==> config.mk <==
export PLATFORM = sky130hd
export DESIGN_NAME = led_pwm_fader
export DESIGN_NICKNAME = d
export VERILOG_FILES = /design/src/rtl/led_pwm_fader.sv
export SDC_FILE = /design/constraint.sdc
export NUM_CORES = 1
export LEC_CHECK = 0
export ABC_AREA = 1
export CAP_MARGIN = 40
export CORE_UTILIZATION = 55
export DETAILED_ROUTE_END_ITERATION = 12
export GPL_TIMING_DRIVEN = 0
export HOLD_SLACK_MARGIN = 0.03
export PLACE_DENSITY = 0.76
export SETUP_SLACK_MARGIN = 0.2
export SLEW_MARGIN = 20
export SYNTH_ARGS = -nofsm -noshare
export SYNTH_HDL_FRONTEND = slang
export SYNTH_SLANG_ARGS = --single-unit
==> constraint.sdc <==
create_clock -name clk -period 3.6 [get_ports clk]
set_clock_uncertainty 0.2 [all_clocks]
set_input_delay 1.08 -clock clk [delete_from_list [all_inputs] [get_ports clk]]
set_output_delay 1.08 -clock clk [all_outputs]
set_load 0.05 [all_outputs]
==> src/rtl/led_pwm_fader.sv <==
// led_pwm_fader
//   Multi-channel PWM LED brightness controller with per-channel run-time duty
//   registers, a shared PWM period counter and linear fade-in/fade-out. Each
//   channel's level only moves on a PWM period boundary, so a period is never
//   cut short or stretched by a fade step.
//
// Ports
//   clk       system clock
//   rst_n     asynchronous active-low reset
//   data      per-channel on request (1 = lit at duty, 0 = dark)
//   duty_wr   single-cycle duty register write strobe
//   duty_ch   channel index for the duty write (out-of-range indices ignored)
//   duty_val  new target duty for duty_ch
//   led       registered PWM outputs
//   busy      1 while the channel is fading (RISE or FALL)
//
// Configuration
//   LED_GAMMA_EN  when defined, the comparator uses g = (level*level) >> WIDTH
//                 (squared-law curve), registered, adding one clk to led latency.
//                 Fade steps still act on the linear level.

module led_pwm_fader #(
    parameter int CHANNELS  = 4,
    parameter int WIDTH     = 12,
    parameter int PRESCALE  = 1,
    parameter int FADE_STEP = 64,
    parameter int DUTY_RST  = 96
) (
    input  logic                                               clk,
    input  logic                                               rst_n,
    input  logic [CHANNELS-1:0]                                data,
    input  logic                                               duty_wr,
    input  logic [((CHANNELS > 1) ? $clog2(CHANNELS) : 1)-1:0] duty_ch,
    input  logic [WIDTH-1:0]                                   duty_val,
    output logic [CHANNELS-1:0]                                led,
    output logic [CHANNELS-1:0]                                busy
);

    localparam int               PW    = (PRESCALE > 1) ? $clog2(PRESCALE) : 1;
    localparam logic [WIDTH:0]   STEP1 = (WIDTH+1)'(FADE_STEP);

    typedef enum logic [1:0] {IDLE, RISE, HOLD, FALL} state_t;

    logic [PW-1:0]    pre;
    logic             tick;
    logic [WIDTH-1:0] cnt;
    logic             pb;

    logic [WIDTH-1:0] duty      [CHANNELS];
    logic [WIDTH-1:0] level     [CHANNELS];
    logic [WIDTH-1:0] level_nxt [CHANNELS];
    state_t           state     [CHANNELS];
    state_t           state_nxt [CHANNELS];

    logic [WIDTH-1:0] tgt    [CHANNELS];
    logic [WIDTH:0]   up     [CHANNELS];
    logic [WIDTH:0]   dn     [CHANNELS];
    logic [WIDTH-1:0] rise_l [CHANNELS];
    logic [WIDTH-1:0] fall_l [CHANNELS];

    assign tick = (pre == PW'(PRESCALE - 1));
    assign pb   = tick && (cnt == '1);

    always_ff @(posedge clk or negedge rst_n) begin
        if (!rst_n) begin
            pre <= '0;
            cnt <= '0;
        end else begin
            pre <= tick ? '0 : pre + 1'b1;
            if (tick)
                cnt <= cnt + 1'b1;
        end
    end

    always_ff @(posedge clk or negedge rst_n) begin
        if (!rst_n) begin
            for (int unsigned i = 0; i < CHANNELS; i++)
                duty[i] <= WIDTH'(DUTY_RST);
        end else if (duty_wr && (32'(duty_ch) < CHANNELS)) begin
            duty[duty_ch] <= duty_val;
        end
    end

    // Step values are computed one bit wider and clamped to the target, so a
    // step can neither wrap past full scale nor underflow below zero.
    always_comb begin
        for (int unsigned i = 0; i < CHANNELS; i++) begin
            tgt[i]       = data[i] ? duty[i] : '0;
            up[i]        = {1'b0, level[i]} + STEP1;
            dn[i]        = ({1'b0, level[i]} >= STEP1) ? ({1'b0, level[i]} - STEP1) : '0;
            rise_l[i]    = (up[i] > {1'b0, tgt[i]}) ? tgt[i] : up[i][WIDTH-1:0];
            fall_l[i]    = (dn[i] < {1'b0, tgt[i]}) ? tgt[i] : dn[i][WIDTH-1:0];
            state_nxt[i] = state[i];
            level_nxt[i] = level[i];
            if (pb) begin
                if (state[i] == IDLE) begin
                    if (data[i] && (duty[i] != '0)) begin
                        state_nxt[i] = RISE;
                        level_nxt[i] = rise_l[i];
                    end
                end else if (tgt[i] > level[i]) begin
                    level_nxt[i] = rise_l[i];
                    state_nxt[i] = (rise_l[i] == tgt[i]) ? HOLD : RISE;
                end else if (tgt[i] < level[i]) begin
                    level_nxt[i] = fall_l[i];
                    if (fall_l[i] != tgt[i])
                        state_nxt[i] = FALL;
                    else
                        state_nxt[i] = (tgt[i] == '0) ? IDLE : HOLD;
                end else begin
                    state_nxt[i] = (tgt[i] == '0) ? IDLE : HOLD;
                end
            end
        end
    end

    always_ff @(posedge clk or negedge rst_n) begin
        if (!rst_n) begin
            for (int unsigned i = 0; i < CHANNELS; i++) begin
                state[i] <= IDLE;
                level[i] <= '0;
            end
            busy <= '0;
        end else begin
            for (int unsigned i = 0; i < CHANNELS; i++) begin
                state[i] <= state_nxt[i];
                level[i] <= level_nxt[i];
                busy[i]  <= (state_nxt[i] == RISE) || (state_nxt[i] == FALL);
            end
        end
    end

`ifdef LED_GAMMA_EN
    logic [2*WIDTH-1:0] sq [CHANNELS];
    logic [WIDTH-1:0]   g  [CHANNELS];
    logic [WIDTH-1:0]   cnt_d;

    always_comb begin
        for (int unsigned i = 0; i < CHANNELS; i++)
            sq[i] = {{WIDTH{1'b0}}, level[i]} * {{WIDTH{1'b0}}, level[i]};
    end

    // cnt is delayed alongside g so each period still sweeps cnt 0..max
    // against a single g value.
    always_ff @(posedge clk or negedge rst_n) begin
        if (!rst_n) begin
            for (int unsigned i = 0; i < CHANNELS; i++)
                g[i] <= '0;
            cnt_d <= '0;
            led   <= '0;
        end else begin
            cnt_d <= cnt;
            for (int unsigned i = 0; i < CHANNELS; i++) begin
                g[i]   <= WIDTH'(sq[i] >> WIDTH);
                led[i] <= (g[i] > cnt_d);
            end
        end
    end
`else
    always_ff @(posedge clk or negedge rst_n) begin
        if (!rst_n) begin
            led <= '0;
        end else begin
            for (int unsigned i = 0; i < CHANNELS; i++)
                led[i] <= (level[i] > cnt);
        end
    end
`endif

endmodule
==> results.ini, run 1 <==
[yosys]
syn_inst = 2111
synth_xor_area_share_pct = 2.26
synth_area_um2 = 13900
muxShareOfSynthArea_pct = 0
synth_simple_gate_area_share_pct = 31.9
synth_fa_ha_area_share_pct = 18.1
avgSynthCellArea_um2 = 6.60
synth-compound-area-share_pct = 15.8
yosysWarnings = 0
synth_top_family_by_area = simple AND/OR/NAND/NOR gates
ys_types = 48
syn_nets = 2333
synth-seq-cells = 120
yosysSeqAreaShare_pct = 21.6

[timing]
fin_crit_sh_pct = 99.3
fmax_ghz = 0.280
setup_ws_ns = 0.0241
hold_viol = 0
rsz0062_at_grt = yes
finalSetupViolCount = 0
maxSlewViolCount = 0
relSlewSlack_pct = 44.1
fin_crit_ns = 3.58
worstMarginPinSlew_ns = 0.831

[final_layout]
post-route-util_pct = 75.6
layout-drive-gt1-share_pct = 29.0
final_nets = 2512
syn2layout_area_growth_pct = 33.6
layout.cells.most_common_list = nand2_1 (462), inv_1 (200), ha_1 (152), nand3_1 (139), nor2_1 (137)
layout_commonest_cell = nand2_1
n_antenna_cell = 0

[grt]
first_global_vias = 14560
grt_overflow_total = 0
grt_use_total_pct = 37.9
grt_max_degree = 98
grt_antenna_before_repair = 1
grt_pass1_wl_um = 77300

[pwr]
p_total_uw = 4800
netSwitchingPower_uw = 1790
p_per_area_nw_per_um2 = 258
max-vdd-ir-drop_uv = 360
intPower_uw = 3010
combPwrFrac_pct = 32.7
p_clk_share_pct = 35.2
seq_power_share_pct = 32.0
p_sw_share_pct = 37.3
leakagePower_uw = 0.00914

[cts]
cts.sinks = 120
cts_tree = done
cts_buffers = 17
h-tree-depth = 4
clk-insertion-delay-late_ns = 0.43
cts_root_buf = clkbuf_16
clk_pin_slew_ns = 0.06
cts_buffer_depth = 2

[drt]
vias = 16103
route.detailed.drc = 0
drtIter0Drc = 1821
vias_per_cell = 6.13
wire_per_inst_um = 20.2
dr.pass1.iters = 6
drtAntennaViolNets = 0
routed_wl_um = 53100

[worst_setup_path]
rr_worst_depth = 26
crit_path_end_kind = flop
critPathMaxStageDelay_ns = 0.44
path_buf_inv = 5
timing.rr.start = level[43]
rrSetupSlack_ns = 0.02
crit_type = reg2reg
path_delay_family = simple AND/OR/NAND/NOR gates
cp_slowest_cell = dfrtp_2
critPathLaunchType = flop
arrival_ns = 3.69
worstPathRequired_ns = 3.72
crit_fanout = 7

[placed_design]
pre_cts_ws_ns = -1.20
place.detailed.hpwl_um = 36000
port_buffers = 28
gp_congestion = 1.02

[floorplan]
coreArea_um2 = 24600
initial_core_util_pct = 56.6
io_pins = 29
num_rows = 57
dieHeight_um = 161
die_area_um2 = 26000
die_w_um = 161

[min_path]
worstHoldPathCells = 2
min_from = duty[24]
hold_class = reg2reg
whs_endpoint = duty[24]

[outcome]
status = completed

[job]
cap_violations = 0

logic make-up after synthesis:
kind of cell,after synthesis
xor+xnor,36
compound gates,385
fa+ha+maj,201
flops,120
simple gates,1030
buf+inv,339
routing by layer:
layer	share of wire, %	wire [µm]	track usage, %
met1	40	21300	50.6
met2	45	24100	59.7
met3	9.6	5090	5.78
met4	4.8	2560	18.5
met5	0	0	0
state kept, by name, indices dropped and copies added, names as in the netlist, named ones only:
register  cells
duty         48
cnt          12
led           4
level        48
layout make-up:
type	instances	area, µm²
buffer	62	621
clock buffer	18	439
clock inverter	14	126
fill	1871	6000
inverter	277	1110
multi-input combinational	1653	11400
sequential	120	3030
tap	324	405
timing repair buffer	159	1450
worst min-delay path, stage by stage, from the launching register on:
cell and delay [ns]:
dfrtp_1 0.34, nand2_1 0.05, o21ai_0 0.05
how the worst max path moves through the flow:
stage	to	slack (ns)	depth (start not counted)	start
6_report	flop	0.02	26	level[43]
5_1_grt	flop	-0.11	26	level[19]
4_1_cts	flop	0.09	25	level[43]
3_5_place_dp	level[25]	-1.20	19	data[1]
3_3_place_gp	level[30]	-3.74	1	rst_n
2_1_floorplan	level[32]	0.21	17	data[1]
stage by stage:
step / TNS (ns) / instance area, µm² / std cells / hold slack [ns]
6_report: 0 / 18600 / 2627 / 0.284
5_1_grt: -0.519 / 18600 / 2627 / 0.305
4_1_cts: 0 / 16600 / 2558 / 0.290
3_5_place_dp: -59.38 / 14700 / 2464 / 0.272
3_3_place_gp: -491.83 / 14600 / 2463 / 0.265
2_1_floorplan: 0 / 13900 / 2111 / 0.250
power by group through the flow:
| stage | combinational, µW | clock, µW | sequential (µW) |
|---|---|---|---|
| 5_1_grt | 1700 | 1760 | 1550 |
| 3_3_place_gp | 1120 | 0 | 1520 |
| 2_1_floorplan | 786 | 0 | 1500 |
| 4_1_cts | 1260 | 1680 | 1520 |
| 3_5_place_dp | 1140 | 0 | 1520 |
| 6_report | 1570 | 1690 | 1540 |
synthesized netlist by cell type, drive strengths merged:
master | instances | area, µm²
a22oi | 4 | 30.0
a21o | 3 | 22.5
nand4 | 26 | 163
and3 | 4 | 25.0
o211ai | 20 | 155
o22ai | 27 | 169
a211o | 1 | 8.76
buf | 47 | 348
dfstp | 8 | 210
nand3 | 162 | 858
clkinv | 3 | 13.8
a31oi | 8 | 50.1
a21boi | 2 | 15.0
inv | 274 | 1030
nor3 | 16 | 106
o32a | 3 | 30.0
clkbuf | 15 | 56.3
nand2 | 588 | 2270
nand3b | 13 | 97.6
a21oi | 102 | 518
o21ai | 175 | 876
a211oi | 29 | 238
xor2 | 36 | 315
nor4 | 14 | 87.6
ha | 201 | 2510
o21a | 4 | 30.0
o311ai | 1 | 8.76
or2 | 2 | 12.5
nor2 | 205 | 815
dfrtp | 112 | 2800
o31ai | 6 | 45.0
what timing repair did:
action | 4_1_cts | 5_1_grt
gates resized for setup | 291 | 351
cloned | 6 | 6
buffers inserted | 56 | 63
hold buffers | 0 | 0
endpoints found under the setup margin | 56 | 56
pin swaps | 58 | 120
(Power assumes the default switching activity.)
==> run 2, diff against run 1 <==
CELL_PAD_IN_SITES_DETAIL_PLACEMENT = 1   (was not set)
CELL_PAD_IN_SITES_GLOBAL_PLACEMENT = 1   (was not set)
CORE_UTILIZATION = 47   (was 55)
PLACE_DENSITY = 0.87   (was 0.76)
==> run 2 against run 1 <==
Compared with the run above: the run now fails in global routing (5_1_grt); area after synthesis unchanged; synthesized cell count unchanged.
==> results.ini, run 2 <==
[placed_design]
place.detailed.hpwl_um = 41000  ; +14%
gp_congestion = 0.963  ; -5.8%
pre_cts_ws_ns = -1.33  ; -0.131 ns
port_buffers = 28  ; unchanged

[timing]
timing.grt.repair.worst_endpoint = _4178_/D
endpoint_type = sequential cell input

[cts]
cts_buffer_depth = 2  ; unchanged
cts.sinks = 120  ; unchanged
cts_buffers = 17  ; unchanged
cts_root_buf = clkbuf_16
hold_buffers = 0  ; unchanged
h-tree-depth = 4  ; unchanged

[outcome]
status = aborted with a tool error
lastStage = global routing (5_1_grt)
first-error = [ERROR GRT-0232] Routing congestion too high. Check the congestion heatmap in the GUI.

[yosys]
synth_ff_type = dfrtp_1
avgSynthCellArea_um2 = 6.60  ; unchanged
synth_top_cell_by_area = dfrtp_1
yosysWarnings = 0  ; unchanged
syn_nets = 2333  ; unchanged
synth_common_cells = nand2_1 (572), inv_1 (256), ha_1 (201), nor2_1 (195)
syn_inst = 2111  ; unchanged
yosys.area.top_type_share_pct = 20.1  ; unchanged
synth_most_common_cell = nand2_1
synth_area_um2 = 13900  ; unchanged
ys_types = 48  ; unchanged
synth-seq-cells = 120  ; unchanged
synth_edf_count = 0  ; unchanged
synth.area.top_cells = dfrtp_1 (20%), ha_1 (18%), nand2_1 (15%), inv_1 (6.9%), nand3_1 (5.5%)
async_flop_share_pct = 100  ; unchanged
yosysSeqAreaShare_pct = 21.6  ; unchanged

[floorplan]
initial_core_util_pct = 48.1  ; -8.5 points
num_rows = 62  ; +8.8%
die_w_um = 174  ; +8.1%
io_pins = 29  ; unchanged
dieHeight_um = 174  ; +8.1%

[grt]
grt_overflow_total = 15
grt_use_total_pct = 72.0
grt_max_degree = 63

-- run 2: kinds of logic after synthesis --
family	Yosys count	synth area share, %
AO/OA/AOI/OAI	385	15.8
buffers and inverters	339	10.4
XOR/XNOR	36	2.26
flip-flops	120	21.6
AND/OR/NAND/NOR	1030	31.9
adder cells (fa/ha/maj)	201	18.1
-- run 2: repair_timing --
item	4_1_cts
setup buffers	95
endpoints found under the setup margin	56
hold endpoints to repair	0
gates cloned	10
pin swaps	90
resized for setup	422
-- run 2: routing by layer --
metal / overflow / global-route usage (%)
met1: 0 / 75.4
met2: 8 / 92.7
met3: 0 / 49.3
met4: 7 / 70.1
met5: 0 / 7.53
-- run 2: through the flow --
step           cell area [µm²]  std cells  utilization (%)
2_1_floorplan            13900       2111                -
3_3_place_gp             14700       2523             50.8
3_5_place_dp             14700       2524             50.9
4_1_cts                  17700       2661             61.0
==> run 3, diff against run 2 <==
CELL_PAD_IN_SITES_DETAIL_PLACEMENT = not set   (was 1)
CELL_PAD_IN_SITES_GLOBAL_PLACEMENT = not set   (was 1)
CORE_UTILIZATION = 40   (was 47)
HOLD_SLACK_MARGIN = not set   (was 0.03)
PLACE_DENSITY = not set   (was 0.87)
PLACE_DENSITY_LB_ADDON = 0.15   (was not set)
SETUP_SLACK_MARGIN = not set   (was 0.2)
==> run 3 against run 2 <==
Compared with the run above: the flow now finishes without violations.
==> results.ini, run 3 (synthesized netlist as in run 1, its figures left out) <==
[outcome]
status = completed

[cts]
hold_buffers = 0  ; unchanged
cts_buffers = 17  ; unchanged
cts_buffer_depth = 2  ; unchanged
h-tree-depth = 4  ; unchanged
cts_tree = done
clk_pin_slew_ns = 0.06
clk-insertion-delay-late_ns = 0.43
cts_root_buf = clkbuf_16
cts.sinks = 120  ; unchanged

[final_layout]
num-fill-cells = 3439
multi_input_area_um2 = 10500
final_area_um2 = 17200
seq_area_um2 = 3030
layout.cells.most_common_list = nand2_1 (510), inv_1 (224), ha_1 (177), nor2_1 (154), o21ai_0 (146)
layout_commonest_cell = nand2_1
final_nets = 2455
layout-drive-gt1-share_pct = 20.7
n_antenna_cell = 0
top_regs = duty x48, level x48, cnt x12
syn2layout_area_growth_pct = 23.2
post-route-util_pct = 50.7

[floorplan]
dieHeight_um = 189  ; +8.3%
initial_core_util_pct = 41.1  ; -7.0 points
die_w_um = 189  ; +8.3%
num_rows = 67  ; +8.1%
die_area_um2 = 35600
io_pins = 29  ; unchanged
coreArea_um2 = 33900

[placed_design]
place.detailed.hpwl_um = 37400  ; -8.8%
port_buffers = 28  ; unchanged
placed_area_um2 = 14800  ; +0.38%
gp_congestion = 0.989  ; +2.7%

[timing]
finalSetupViolCount = 0
fin_crit_sh_pct = 98.0
relSlewSlack_pct = 53.2
hold_viol = 0
fin_crit_ns = 3.53
worstMarginPinSlew_ns = 0.695
maxSlewViolCount = 0
rsz0062_at_grt = yes
fmax_ghz = 0.283

[worst_setup_path]
crit_type = in2reg
path_buf_inv = 6
critPathMaxStageDelay_ns = 0.32
cp_cell_sequence = clkbuf_2, buf_6, nand2_2, inv_1, ha_1, nand4_1, inv_1, nand2_1, o211ai_1, nor2_1, a31oi_2, nor2_2, buf_4, clkbuf_2, a211oi_1, o22ai_1
worstPathRequired_ns = 3.70
critPathLaunchType = input port
arrival_ns = 3.63
cp_slowest_cell = ha_1
crit_fanout = 10
crit_path_end_kind = flop
path_delay_family = buffers and inverters

[pwr]
leakagePower_uw = 0.00865
intPower_uw = 2920
p_sw_share_pct = 35.2
max-vdd-ir-drop_uv = 284
seq_power_share_pct = 33.7
netSwitchingPower_uw = 1590
p_clk_share_pct = 37.3
combPwrFrac_pct = 29.0
p_per_area_nw_per_um2 = 263

[drt]
route.detailed.drc = 0
drtAntennaViolNets = 0
routed_wl_um = 49500
vias = 14832
drtIter0Drc = 1362
dr.pass1.iters = 8
wire_per_inst_um = 18.4
vias_per_cell = 5.51

[grt]
grt_pass1_wl_um = 76000
grt_overflow_total = 0
first_global_vias = 13892
grt_use_total_pct = 27.3
grt_max_degree = 89
grt_antenna_before_repair = 0

[job]
cap_violations = 0

[min_path]
hold_class = reg2reg

## run 3: power by group through the flow
stage	Sequential [µW]	Clock, µW	Combinational (µW)
floorplan	1500	0	784
global placement	1520	0	1110
detailed placement	1520	0	1130
CTS	1520	1690	1180
global route	1530	1760	1450
finish	1520	1680	1310
## run 3: worst register-to-register path, delay by kind of cell, from the launching register on
| kind | cells | cell delay, ns |
|---|---|---|
| simple gates | 15 | 1.17 |
| flops | 1 | 0.48 |
| buf+inv | 3 | 0.48 |
| fa+ha+maj | 2 | 0.39 |
| xor+xnor | 1 | 0.35 |
| compound gates | 3 | 0.33 |
## run 3: metal layers
layer  track usage, %  vias to the layer above  part of all wire, %
li1                 -                     7252                    -
met3             3.46                       91                  6.3
met5                0                        -                    0
met2             45.1                      555                   47
met4             7.88                        0                  2.3
met1             37.0                     6934                   45
## run 3: path summary, 6_finish.rpt
| kind | slack (ns) | endpoint | cells past startpoint | startpoint |
|---|---|---|---|---|
| max reg2reg | 0.08 | flop | 24 | level[42] |
| min in group asynchronous | 0.30 | level[12] | 1 | rst_n |
| min reg2reg | 0.28 | flop | 2 | flop |
| min | 0.28 | flop | 2 | flop |
| max | 0.07 | level[23] | 16 | data[2] |
| max in group asynchronous | 2.10 | level[31] | 2 | rst_n |
## run 3: stage by stage
stage	hold WS, ns	setup slack [ns]	power, µW	TNS [ns]	std cells
global route	0.308	-0.112	4740	-0.651	2694
global placement	0.265	-3.77	2630	-503.77	2587
detailed placement	0.273	-1.42	2650	-66.04	2588
CTS	0.289	0.000647	4390	0	2631
floorplan	0.250	0.0489	2290	0	2111
finish	0.279	0.0726	4510	0	2694
## run 3: final cells by class
class | count | area share, %
Buffer | 61 | 2.97
Clock buffer | 19 | 2.52
Clock inverter | 13 | 0.759
Inverter | 277 | 6.37
Multi-Input combinational cell | 1653 | 61.3
Sequential cell | 120 | 17.6
Tap cell | 448 | 3.27
Timing Repair Buffer | 102 | 5.10
Timing Repair inverter | 1 | 0.0438
## run 3: timing repair
item | CTS | global route
gates cloned | 4 | 5
endpoints found under the setup margin | 56 | 56
gates resized for setup | 158 | 218
setup buffers | 7 | 59
pin swaps | 4 | 71
